**src/rtl/inst_fetch_unit.sv**
```systemverilog
// Fetch stage of the multi-cycle CPU. It owns the PC, runs the instruction
// memory read handshake and holds the fetched word in IR for the controller.
module inst_fetch_unit #(
    parameter logic [31:0] RESET_PC = 32'h0000_0000,
    parameter int unsigned MEM_LAT  = 1,
    parameter logic [5:0]  HALT_OP  = 6'b111111
) (
    input  logic        CLK,
    input  logic        Reset,
    input  logic        PCWre,
    input  logic [1:0]  PCSrc,
    input  logic [31:0] ExtImm,
    input  logic [31:0] RegRs,
    input  logic [31:0] IDataIn,
    output logic [31:0] IAddr,
    output logic        InsMemRW,
    output logic [31:0] IR,
    output logic [31:0] PC,
    output logic [31:0] PC4,
    output logic        ir_valid,
    output logic        halted,
    output logic        addr_err
);

    typedef enum logic [1:0] {
        IDLE  = 2'd0,
        FETCH = 2'd1,
        HOLD  = 2'd2,
        HALT  = 2'd3
    } state_t;

    localparam logic [3:0] LAST_CNT = 4'(MEM_LAT - 1);

    state_t      state_q, state_d;
    logic [31:0] pc_q, pc_d;
    logic [31:0] ir_q, ir_d;
    logic        ir_valid_q, ir_valid_d;
    logic        halted_q, halted_d;
    logic        addr_err_q, addr_err_d;
    logic [3:0]  lat_cnt_q, lat_cnt_d;

    logic [31:0] pc_plus4;
    logic [31:0] branch_target;
    logic [31:0] jump_target;
    logic [31:0] target;
    logic        target_misaligned;
    logic        halt_opcode;

    always_comb begin
        pc_plus4      = pc_q + 32'd4;
        branch_target = pc_plus4 + (ExtImm << 2);
        jump_target   = {pc_plus4[31:28], ir_q[25:0], 2'b00};
        case (PCSrc)
            2'b00:   target = pc_plus4;
            2'b01:   target = branch_target;
            2'b10:   target = RegRs;
            default: target = jump_target;
        endcase
        target_misaligned = (target[1:0] != 2'b00);
        halt_opcode       = (ir_q[31:26] == HALT_OP);
    end

    // A halt opcode in IR takes priority over any PCWre seen in HOLD.
    always_comb begin
        state_d    = state_q;
        pc_d       = pc_q;
        ir_d       = ir_q;
        ir_valid_d = ir_valid_q;
        halted_d   = halted_q;
        addr_err_d = addr_err_q;
        lat_cnt_d  = lat_cnt_q;

        case (state_q)
            IDLE: begin
                lat_cnt_d = 4'd0;
                state_d   = FETCH;
            end
            FETCH: begin
                if (lat_cnt_q == LAST_CNT) begin
                    ir_d       = IDataIn;
                    ir_valid_d = 1'b1;
                    lat_cnt_d  = 4'd0;
                    state_d    = HOLD;
                end else begin
                    lat_cnt_d = lat_cnt_q + 4'd1;
                end
            end
            HOLD: begin
                if (halt_opcode) begin
                    halted_d = 1'b1;
                    state_d  = HALT;
                end else if (PCWre) begin
                    ir_valid_d = 1'b0;
                    if (target_misaligned) begin
                        addr_err_d = 1'b1;
                        halted_d   = 1'b1;
                        state_d    = HALT;
                    end else begin
                        pc_d    = target;
                        state_d = FETCH;
                    end
                end
            end
            HALT: begin
                state_d = HALT;
            end
            default: begin
                state_d = IDLE;
            end
        endcase
    end

    always_ff @(posedge CLK or posedge Reset) begin
        if (Reset) begin
            state_q    <= IDLE;
            pc_q       <= RESET_PC;
            ir_q       <= 32'd0;
            ir_valid_q <= 1'b0;
            halted_q   <= 1'b0;
            addr_err_q <= 1'b0;
            lat_cnt_q  <= 4'd0;
        end else begin
            state_q    <= state_d;
            pc_q       <= pc_d;
            ir_q       <= ir_d;
            ir_valid_q <= ir_valid_d;
            halted_q   <= halted_d;
            addr_err_q <= addr_err_d;
            lat_cnt_q  <= lat_cnt_d;
        end
    end

    assign IAddr    = pc_q;
    assign PC       = pc_q;
    assign PC4      = pc_plus4;
    assign InsMemRW = (state_q == FETCH);
    assign IR       = ir_q;
    assign ir_valid = ir_valid_q;
    assign halted   = halted_q;
    assign addr_err = addr_err_q;

endmodule
```
**config.mk**
```make
export PLATFORM = sky130hd
export DESIGN_NAME = inst_fetch_unit
export DESIGN_NICKNAME = d
export VERILOG_FILES = /design/src/rtl/inst_fetch_unit.sv
export SDC_FILE = /design/constraint.sdc
export NUM_CORES = 1
export LEC_CHECK = 0
export CAP_MARGIN = 30
export CORE_UTILIZATION = 49
export DETAILED_ROUTE_END_ITERATION = 8
export PLACE_DENSITY = 0.88
export SLEW_MARGIN = 30
export SYNTH_ARGS = -nofsm -noshare
export SYNTH_HDL_FRONTEND = slang
export SYNTH_SLANG_ARGS = --single-unit
```
**constraint.sdc**
```tcl
create_clock -name CLK -period 9.6 [get_ports CLK]
set_input_delay 1.92 -clock CLK [delete_from_list [all_inputs] [get_ports CLK]]
set_output_delay 1.92 -clock CLK [all_outputs]
set_load 0.01 [all_outputs]
```
## After elaboration in Yosys (flattened, before gate mapping)

Cells that the tools add are included.

- Equal/unequal tests: 10
- Bitwise logic cells: 2
- Mux-type cells: 15
- Reduce and logical (&&, ||, !) cells: 14
- Add/subtract/negate cells: 3

Operators with widths:

| operator | number |
|---|---|
| $pmux W32 S3 | 1 |
| $add A32 B3 Y32 const B | 1 |
| $add A32 B32 Y32 | 1 |
| $reduce_and A4 Y1 | 3 |
| $reduce_bool A2 Y1 | 5 |
| $mux W2 | 4 |
| $pmux W2 S4 | 1 |
| $pmux W4 S2 | 1 |
| $eq A2 B2 Y1 const B | 3 |
| $eq A6 B6 Y1 const B | 1 |
| $mux W1 | 6 |
| $add A4 B1 Y4 const B | 1 |
| $eq A2 B1 Y1 const B | 2 |
| $logic_not A2 Y1 | 2 |
| $logic_not A4 Y1 | 1 |
| $mux W4 | 1 |
| $ne A2 B2 Y1 const B | 2 |
| $reduce_and A2 Y1 | 2 |
| $ne A3 B3 Y1 const B | 1 |
| $reduce_and A3 Y1 | 1 |
| $ne A2 B1 Y1 const B | 1 |
| $not A1 Y1 | 2 |
| $pmux W1 S2 | 1 |

- Input bits: 101
- Word-level logic and storage cells: 51
- Bits in registers: 73

## Logic depth before layout (Yosys ltp)

Gate-level depths: netlist of run 1.

- Word-level depth: 8
- Gate-level depth with buffers: 17
- Gate-level depth less buffers: 16

## Worst setup path before layout of run 1

No wires, ideal clock.

- Path kind: input-to-reg
- Start point: input port ExtImm[0]
- End point: register pc_q[22], in the netlist IAddr[22]
- Required time: 9,475 ps
- Stages on the path: 12
- Setup slack: 5,231 ps
- Path buffers: 0
- Library setup time: 125 ps
- Arrival time: 4,245 ps
- Cell sequence: ha_1 > inv_1 > fa_1 > nor2b_1 > o31a_1 > o21ai_1 > a21bo_1 > a21o_2 > a21oi_2 > xor2_1 > mux4_2 > mux2_2

- Cells in the longest elaborated chain, start to end: 2

RTL lines:

| item | line | source |
|---|---|---|
| from (decl) | 12 | `input logic [31:0] ExtImm,` |
| $add A32 B32 Y32 | 51 | `branch_target = pc_plus4 + (ExtImm << 2);` |
| $pmux W32 S3 | 53 | `case (PCSrc)` |
| to (signal assigned) | 124 | `pc_q <= pc_d;` |
| to (decl) | 35 | `logic [31:0] pc_q, pc_d;` |

No other way between the ends.
A chain may end at the register's enable or synchronous reset.

## Worst setup path in the final report of run 1

- Start point: register pc_q[3], in the netlist IAddr[3]
- End point: output port PC4[30]

- Cells in the longest elaborated chain, start to end: 1

RTL lines:

| item | line | source |
|---|---|---|
| $add A32 B3 Y32 | 50 | `pc_plus4 = pc_q + 32'd4;` |
| to (decl) | 19 | `output logic [31:0] PC4,` |

No other way between the ends.

==> flow_summary.toml, run 1 <==
[power]
part_of_the_power_in_registers_pct = 23.5
sw_share_pct = 42.0
internal_power_mw = 1.55
vdd_drop_max_uv = 182
leakage_nw = 3.58
clock_power_share_pct = 13.2
power_switching_mw = 1.12
power.share.combinational_pct = 63.3
cell_area_power_density_nw_per_um2 = 312

[final_layout]
finalCoreUtilization_pct = 71.1
num-nets-final = 994
drive_gt1_share_pct = 10.1
final_common_cell = "sky130_fd_sc_hd__clkdlybuf4s50_1"
antennaDiodeCount = 0
area_added_between_synthesis_and_finish_pct = 41.3
most-common-layout-cells = "sky130_fd_sc_hd__clkdlybuf4s50_1 (229), sky130_fd_sc_hd__nand2_1 (78), sky130_fd_sc_hd__dfrtp_1 (73), sky130_fd_sc_hd__nor2_1 (46), sky130_fd_sc_hd__a21oi_1 (39)"

[grt]
grt_first_pass_wirelength_um = 30500
gr-total-overflow = 0
grt_max_degree = 74
grt_use_total_pct = 31.0
antenna_violations_before_repair = 0
grt_pass1_vias = 5708

[logic_synthesis]
syn_nets = 811
synth.ff_latch_count = 73
yosys_warnings = 0
synth.lib_cells_used.distinct = 65
syn-cell-area_um2 = 6070
avgSynthCellArea_um2 = 9.01
post_synth_main_area_contributors = "sky130_fd_sc_hd__dfrtp_1 (30%), sky130_fd_sc_hd__ha_1 (7.2%), sky130_fd_sc_hd__mux2_2 (6.7%), sky130_fd_sc_hd__mux4_2 (5.2%), sky130_fd_sc_hd__nand2_1 (4.8%)"
synth.yosys.seq_area_share_pct = 30.1
synth-edff-count = 0
synth_cells = 674
netlist.top_cell.by_area = "sky130_fd_sc_hd__dfrtp_1"
asyncSetResetFlopFracSynth_pct = 100
dominantRegCellSynth = "sky130_fd_sc_hd__dfrtp_1"
synth_largest_type_area_fraction_pct = 30.1

[worst_setup_path]
family_with_the_most_delay_on_the_worst_path = "simple AND/OR/NAND/NOR gates"
cp_num_buf_inv = 1
worstReg2RegStart = "IAddr[3]"
timing_worst_setup_path_type = "flip-flop to output port"
worst-r2r-setup-slack_ns = 5.18
cp-start-kind = "flip-flop"
cp_data_arrival_time_ns = 3.13
critPathMaxFanout = 9
critical-path-max-stage-delay_ns = 0.59
setup.worst_path.end_class = "output port"
critical_path.startpoint = "IAddr[3]"
path_cells = "ha_1 -> and2_1 -> and4_1 -> nand3_1 -> nor2_1 -> xnor2_1 -> clkdlybuf4s50_1"
required_ns = 7.68
crit_path_top_delay_cell = "sky130_fd_sc_hd__clkdlybuf4s50_1"

[clocking]
path_clk_slew_ns = 0.06
cts_htree_levels = 3
number_of_buffers_created_by_cts = 9
cts.sinks = 73
clock_path_buffers = 2
cts_tree = "done"
hold_buffers = 0
postCtsResizedCells = 0
worst_skew_pair.late_latency_ns = 0.34
cts_setup_buffers = 0
root_buffer = "sky130_fd_sc_hd__clkbuf_16"

[placement]
port_buffers = 230
dp_hpwl_um = 14500
place.gp.congestion = 0.949

[detailed_routing]
detailedRoute.firstIterationViolations = 528
detail-route-antenna-nets = 0
viasPerCell = 5.81
met2RoutedLength_um = 9480
wl_met1_um = 8590
wl_met3_um = 1230
drtPass1Iterations = 5
wire_per_inst_um = 19.2
drc = 0
detailroute.via_count = 5983
totalWireLength_um = 19700
top_signal_layer_used = "met4"

[die]
die_y_um = 113
die_width_um = 113
placementRows = 40
floorplan.core_area_um2 = 12100
initial_core_util_pct = 50.3
io_pins = 233
die_area_um2 = 12800

[timing]
timing.clock.skew_ns = 0.00428
report.final.hold_viol_count = 0
worstMarginPinSlew_ns = 0.784
maxSlewHeadroom_pct = 47.6
finalCritPeriodShare_pct = 52.6
fmax_mhz = 198
layout_min_cycle_time_ns = 5.05
maxSlewViolCount = 0
setup_viol = 0
totalNegativeSetupSlack_ns = 0
rsz0062_at_grt = "no"

[hold_path]
hold_path_class = "flip-flop to flip-flop"
hold_start = "halted"

[run]
maxcap_violations = 0

[outcome]
status = "complete, no violations"
-- kinds of logic after synthesis --
group / share of synthesized area, %
and+or+nand+nor: 16.2
AOI/OAI and AO/OA: 17.5
buffers and inverters: 7.05
DFF: 30.1
muxes: 14.8
xor gates and xnor gates: 6.92
adders and majority gates: 7.54
-- per-stage QoR --
step / hold slack [ns] / area [um2] / total power, mW / setup slack [ns] / instances
floorplan: 0.451 / 6070 / 1.61 / 5.23 / 674
global placement: 0.464 / 8260 / 2.27 / 4.45 / 1014
detailed placement: 0.467 / 8260 / 2.30 / 4.42 / 1014
CTS: 0.485 / 8570 / 2.67 / 4.60 / 1030
global route: 0.501 / 8580 / 2.84 / 4.41 / 1030
finish: 0.491 / 8580 / 2.68 / 4.55 / 1030
-- cells in the mapped netlist, types with 3 or more instances --
cell and n:
sky130_fd_sc_hd__and3_1 7, sky130_fd_sc_hd__a21oi_1 39, sky130_fd_sc_hd__xnor2_1 30, sky130_fd_sc_hd__nand2_1 78, sky130_fd_sc_hd__a221o_1 3, sky130_fd_sc_hd__a211oi_1 5
sky130_fd_sc_hd__buf_2 3, sky130_fd_sc_hd__ha_1 35, sky130_fd_sc_hd__mux2_2 36, sky130_fd_sc_hd__o31ai_1 5, sky130_fd_sc_hd__a31oi_1 9, sky130_fd_sc_hd__a211o_1 3
sky130_fd_sc_hd__inv_1 15, sky130_fd_sc_hd__nor2b_1 10, sky130_fd_sc_hd__xor2_1 18, sky130_fd_sc_hd__nor2_1 47, sky130_fd_sc_hd__nand3_1 21, sky130_fd_sc_hd__mux2i_1 16
sky130_fd_sc_hd__o21a_1 6, sky130_fd_sc_hd__o21ai_0 34, sky130_fd_sc_hd__buf_4 34, sky130_fd_sc_hd__a21o_1 12, sky130_fd_sc_hd__nand4_1 11, sky130_fd_sc_hd__and4_1 5
sky130_fd_sc_hd__a22oi_1 3, sky130_fd_sc_hd__o211ai_1 3, sky130_fd_sc_hd__nor3_1 5, sky130_fd_sc_hd__o21ai_1 13, sky130_fd_sc_hd__a22o_1 3, sky130_fd_sc_hd__clkbuf_1 25
sky130_fd_sc_hd__dfrtp_1 73, sky130_fd_sc_hd__o41ai_1 3, sky130_fd_sc_hd__nand2b_1 7, sky130_fd_sc_hd__mux4_2 14, sky130_fd_sc_hd__o21bai_1 5, sky130_fd_sc_hd__and2_1 5
-- area by class of cell --
type                            count  area [um2]
Tap cell                          168         210
Sequential cell                    73        1830
Inverter                           16        61.3
Clock inverter                      7        78.8
Clock buffer                        9         225
Multi-Input combinational cell    522        3840
Timing Repair Buffer              235        2340
Fill cell                         908        3480
-- worst register-to-register path, delay by kind of cell, from the launching register on --
| family | cells | cell delay [ns] |
|---|---|---|
| and+or+nand+nor | 5 | 1.31 |
| DFF | 1 | 0.44 |
| muxes | 2 | 0.75 |
| adders and majority gates | 2 | 0.63 |
| AOI/OAI and AO/OA | 3 | 0.84 |
| xor gates and xnor gates | 2 | 0.34 |
-- power by group through the flow --
stage / clock [mW] / combinational, mW / sequential (mW)
6_report: 0.352 / 1.70 / 0.629
3_3_place_gp: 0 / 1.65 / 0.621
5_1_grt: 0.374 / 1.82 / 0.648
3_5_place_dp: 0 / 1.67 / 0.630
4_1_cts: 0.357 / 1.69 / 0.626
2_1_floorplan: 0 / 0.970 / 0.636
-- per-layer routing --
metal	GRT usage, %	vias to the layer above
met5	0	-
met4	12.0	0
met3	5.09	39
met2	50.9	265
met1	41.0	2890
li1	-	2789
-- flip-flops by register name, indices dropped and copies added (netlist names) --
| name | cells |
|---|---|
| IAddr | 32 |
| IR | 32 |
| addr_err | 1 |
| halted | 1 |
| ir_valid | 1 |
| lat_cnt_q | 4 |
| state_q | 2 |
-- path summary, 6_finish.rpt --
path | to | depth (start not counted)
max | PC4[30] | 7
min | halted | 1
min reg2reg | halted | 1
max reg2reg | IAddr[27] | 14
min in group asynchronous | IR[2] | 3
max in group asynchronous | IR[21] | 3
No activity file was read; power rests on OpenSTA's default activity.
==> run 2: changes to the inputs <==
--- a/config.mk
+++ b/config.mk
@@ -6,9 +6,9 @@
 export NUM_CORES = 1
 export LEC_CHECK = 0
 export CAP_MARGIN = 30
-export CORE_UTILIZATION = 49
+export CORE_UTILIZATION = 45
 export DETAILED_ROUTE_END_ITERATION = 8
-export PLACE_DENSITY = 0.88
+export PLACE_DENSITY = 0.82
 export SLEW_MARGIN = 30
 export SYNTH_ARGS = -nofsm -noshare
 export SYNTH_HDL_FRONTEND = slang
==> constraint.sdc (replaced) <==
create_clock -name CLK -period 4.8 [get_ports CLK]
set_input_delay 0.96 -clock CLK [delete_from_list [all_inputs] [get_ports CLK]]
set_output_delay 0.96 -clock CLK [all_outputs]
set_load 0.01 [all_outputs]
==> run 2 against run 1 <==
Sequential share of layout area about the same. Global-route usage shrank 3.3 points. Wire length shrank 3.9%. Combinational power rose by 98%. Largest power group unchanged. Count of clock-buffer cells in the layout is 3 higher. Cell area barely moved. Final cell count up 0.87%. Worst setup slack worse by 4.0 ns. Die area up 8.7%. Hold slack got worse by 0.021 ns.
==> flow_summary.toml, run 2 (synthesis results as in run 1) <==
[clocking]
root_buffer = "sky130_fd_sc_hd__clkbuf_16"
clock_path_buffers = 2
cts_tree = "done"
cts_htree_levels = 3
cts.sinks = 73
path_clk_slew_ns = 0.06
cts_setup_buffers = 0
worst_skew_pair.late_latency_ns = 0.34
hold_buffers = 0
number_of_buffers_created_by_cts = 9
postCtsResizedCells = 0

[die]
die_y_um = 118
io_pins = 233
placementRows = 42
die_area_um2 = 14000
floorplan.core_area_um2 = 13200
die_width_um = 118
initial_core_util_pct = 46.0

[worst_setup_path]
cp_data_arrival_time_ns = 4.52
critPathMaxFanout = 9
r2r_cells = 14
critical_path.endpoint = "IAddr[27]"
timing_worst_setup_path_type = "flip-flop to flip-flop"
reg2reg_to = "IAddr[27]"
required_ns = 5.02
cp-start-kind = "flip-flop"
worstReg2RegStart = "IAddr[3]"
setup.worst_path.end_class = "flip-flop"
worst-r2r-setup-slack_ns = 0.50
critical_path.startpoint = "IAddr[3]"

[detailed_routing]
drtPass1Iterations = 5
viasPerCell = 5.68
wire_per_inst_um = 18.2
detailroute.via_count = 5898
detail-route-antenna-nets = 0
totalWireLength_um = 19000
detailedRoute.firstIterationViolations = 397
drc = 0

[timing]
finalCritPeriodShare_pct = 89.6
maxSlewHeadroom_pct = 42.8
fmax_mhz = 233
report.final.hold_viol_count = 0
layout_min_cycle_time_ns = 4.30
worstMarginPinSlew_ns = 0.856
rsz0062_at_grt = "no"
final_critical_path_setup_slack_ns = 0.500
setup_viol = 0
timing.clock.skew_ns = 0.00925
maxSlewViolCount = 0
totalNegativeSetupSlack_ns = 0

[grt]
grt_max_degree = 44
grt-busiest-layer = "met2"
grt_use_total_pct = 27.6
antenna_violations_before_repair = 0
grt_use_met3_pct = 6.56
grt_first_pass_wirelength_um = 30300
grt_pass1_vias = 5817
gr-total-overflow = 0
use_met2_pct = 45.1
grt_util_met1_pct = 35.5

[placement]
detailed_place.area_um2 = 8290
dp_hpwl_um = 14000
place.gp.congestion = 0.881
pre_cts_ws_ns = 0.579
port_buffers = 230

[power]
cell_area_power_density_nw_per_um2 = 613
internal_power_mw = 3.08
power.share.combinational_pct = 64.0
clock_power_share_pct = 12.4
finalPower_mw = 5.26
sw_share_pct = 41.4
power_switching_mw = 2.18
part_of_the_power_in_registers_pct = 23.6
leakage_nw = 3.58
vdd_drop_max_uv = 380

[final_layout]
drive_gt1_share_pct = 10.1
antennaDiodeCount = 0
cell_area_after_layout_um2 = 8570
finalCoreUtilization_pct = 65.0
most-common-layout-cells = "sky130_fd_sc_hd__clkdlybuf4s50_1 (229), sky130_fd_sc_hd__nand2_1 (78), sky130_fd_sc_hd__dfrtp_1 (73), sky130_fd_sc_hd__nor2_1 (46), sky130_fd_sc_hd__a21oi_1 (39)"
final_common_cell = "sky130_fd_sc_hd__clkdlybuf4s50_1"
num-nets-final = 995
area_added_between_synthesis_and_finish_pct = 41.2

[outcome]
status = "complete, no violations"

[hold_path]
hold_path_class = "flip-flop to flip-flop"
hold_start = "addr_err"

[run]
maxcap_violations = 0
run 2: worst max-delay path, stage by stage, from the launching register on:
cell and delay [ns]:
sky130_fd_sc_hd__dfrtp_1 0.43, sky130_fd_sc_hd__ha_1 0.21, sky130_fd_sc_hd__and2_1 0.22, sky130_fd_sc_hd__and4_1 0.52
sky130_fd_sc_hd__nand4_1 0.18, sky130_fd_sc_hd__xnor2_1 0.20, sky130_fd_sc_hd__ha_1 0.41, sky130_fd_sc_hd__and3_1 0.27
sky130_fd_sc_hd__o2111ai_1 0.26, sky130_fd_sc_hd__a211oi_1 0.38, sky130_fd_sc_hd__nor2_2 0.11, sky130_fd_sc_hd__o21ai_1 0.18
sky130_fd_sc_hd__xor2_1 0.08, sky130_fd_sc_hd__mux4_2 0.47, sky130_fd_sc_hd__mux2_4 0.26
run 2: power groups by stage:
stage	clock, mW	combinational (mW)	sequential [mW]
floorplan	0	1.94	1.27
CTS	0.667	3.36	1.23
detailed placement	0	3.34	1.24
global route	0.695	3.64	1.28
global placement	0	3.29	1.23
finish	0.653	3.36	1.24
run 2: final cells by class:
class	count	area [um2]
clock inverter	4	27.5
tap	176	220
inverter	16	61.3
clock buffer	12	256
timing repair buffer	236	2340
fill	1103	4620
sequential	73	1830
multi-input combinational	522	3840
run 2: stage by stage:
| step | hold slack [ns] | std cells |
|---|---|---|
| after global routing | 0.501 | 1039 |
| final | 0.469 | 1039 |
| after detailed placement | 0.448 | 1023 |
| after global placement | 0.438 | 1023 |
| after CTS | 0.466 | 1039 |
| after floorplan | 0.451 | 674 |
run 2: how the worst min path moves through the flow:
stage | to | slack, ns | cells past startpoint
5_1_grt | addr_err | 0.50 | 1
3_5_place_dp | addr_err | 0.45 | 1
3_3_place_gp | addr_err | 0.44 | 1
2_1_floorplan | lat_cnt_q[3] | 0.45 | 1
4_1_cts | addr_err | 0.47 | 1
6_report | addr_err | 0.47 | 1
run 2: metal layers:
layer	vias up	routed length, um
li1	2788	-
met1	2810	8110
met2	266	8930
met3	34	1470
met4	0	449
met5	-	0
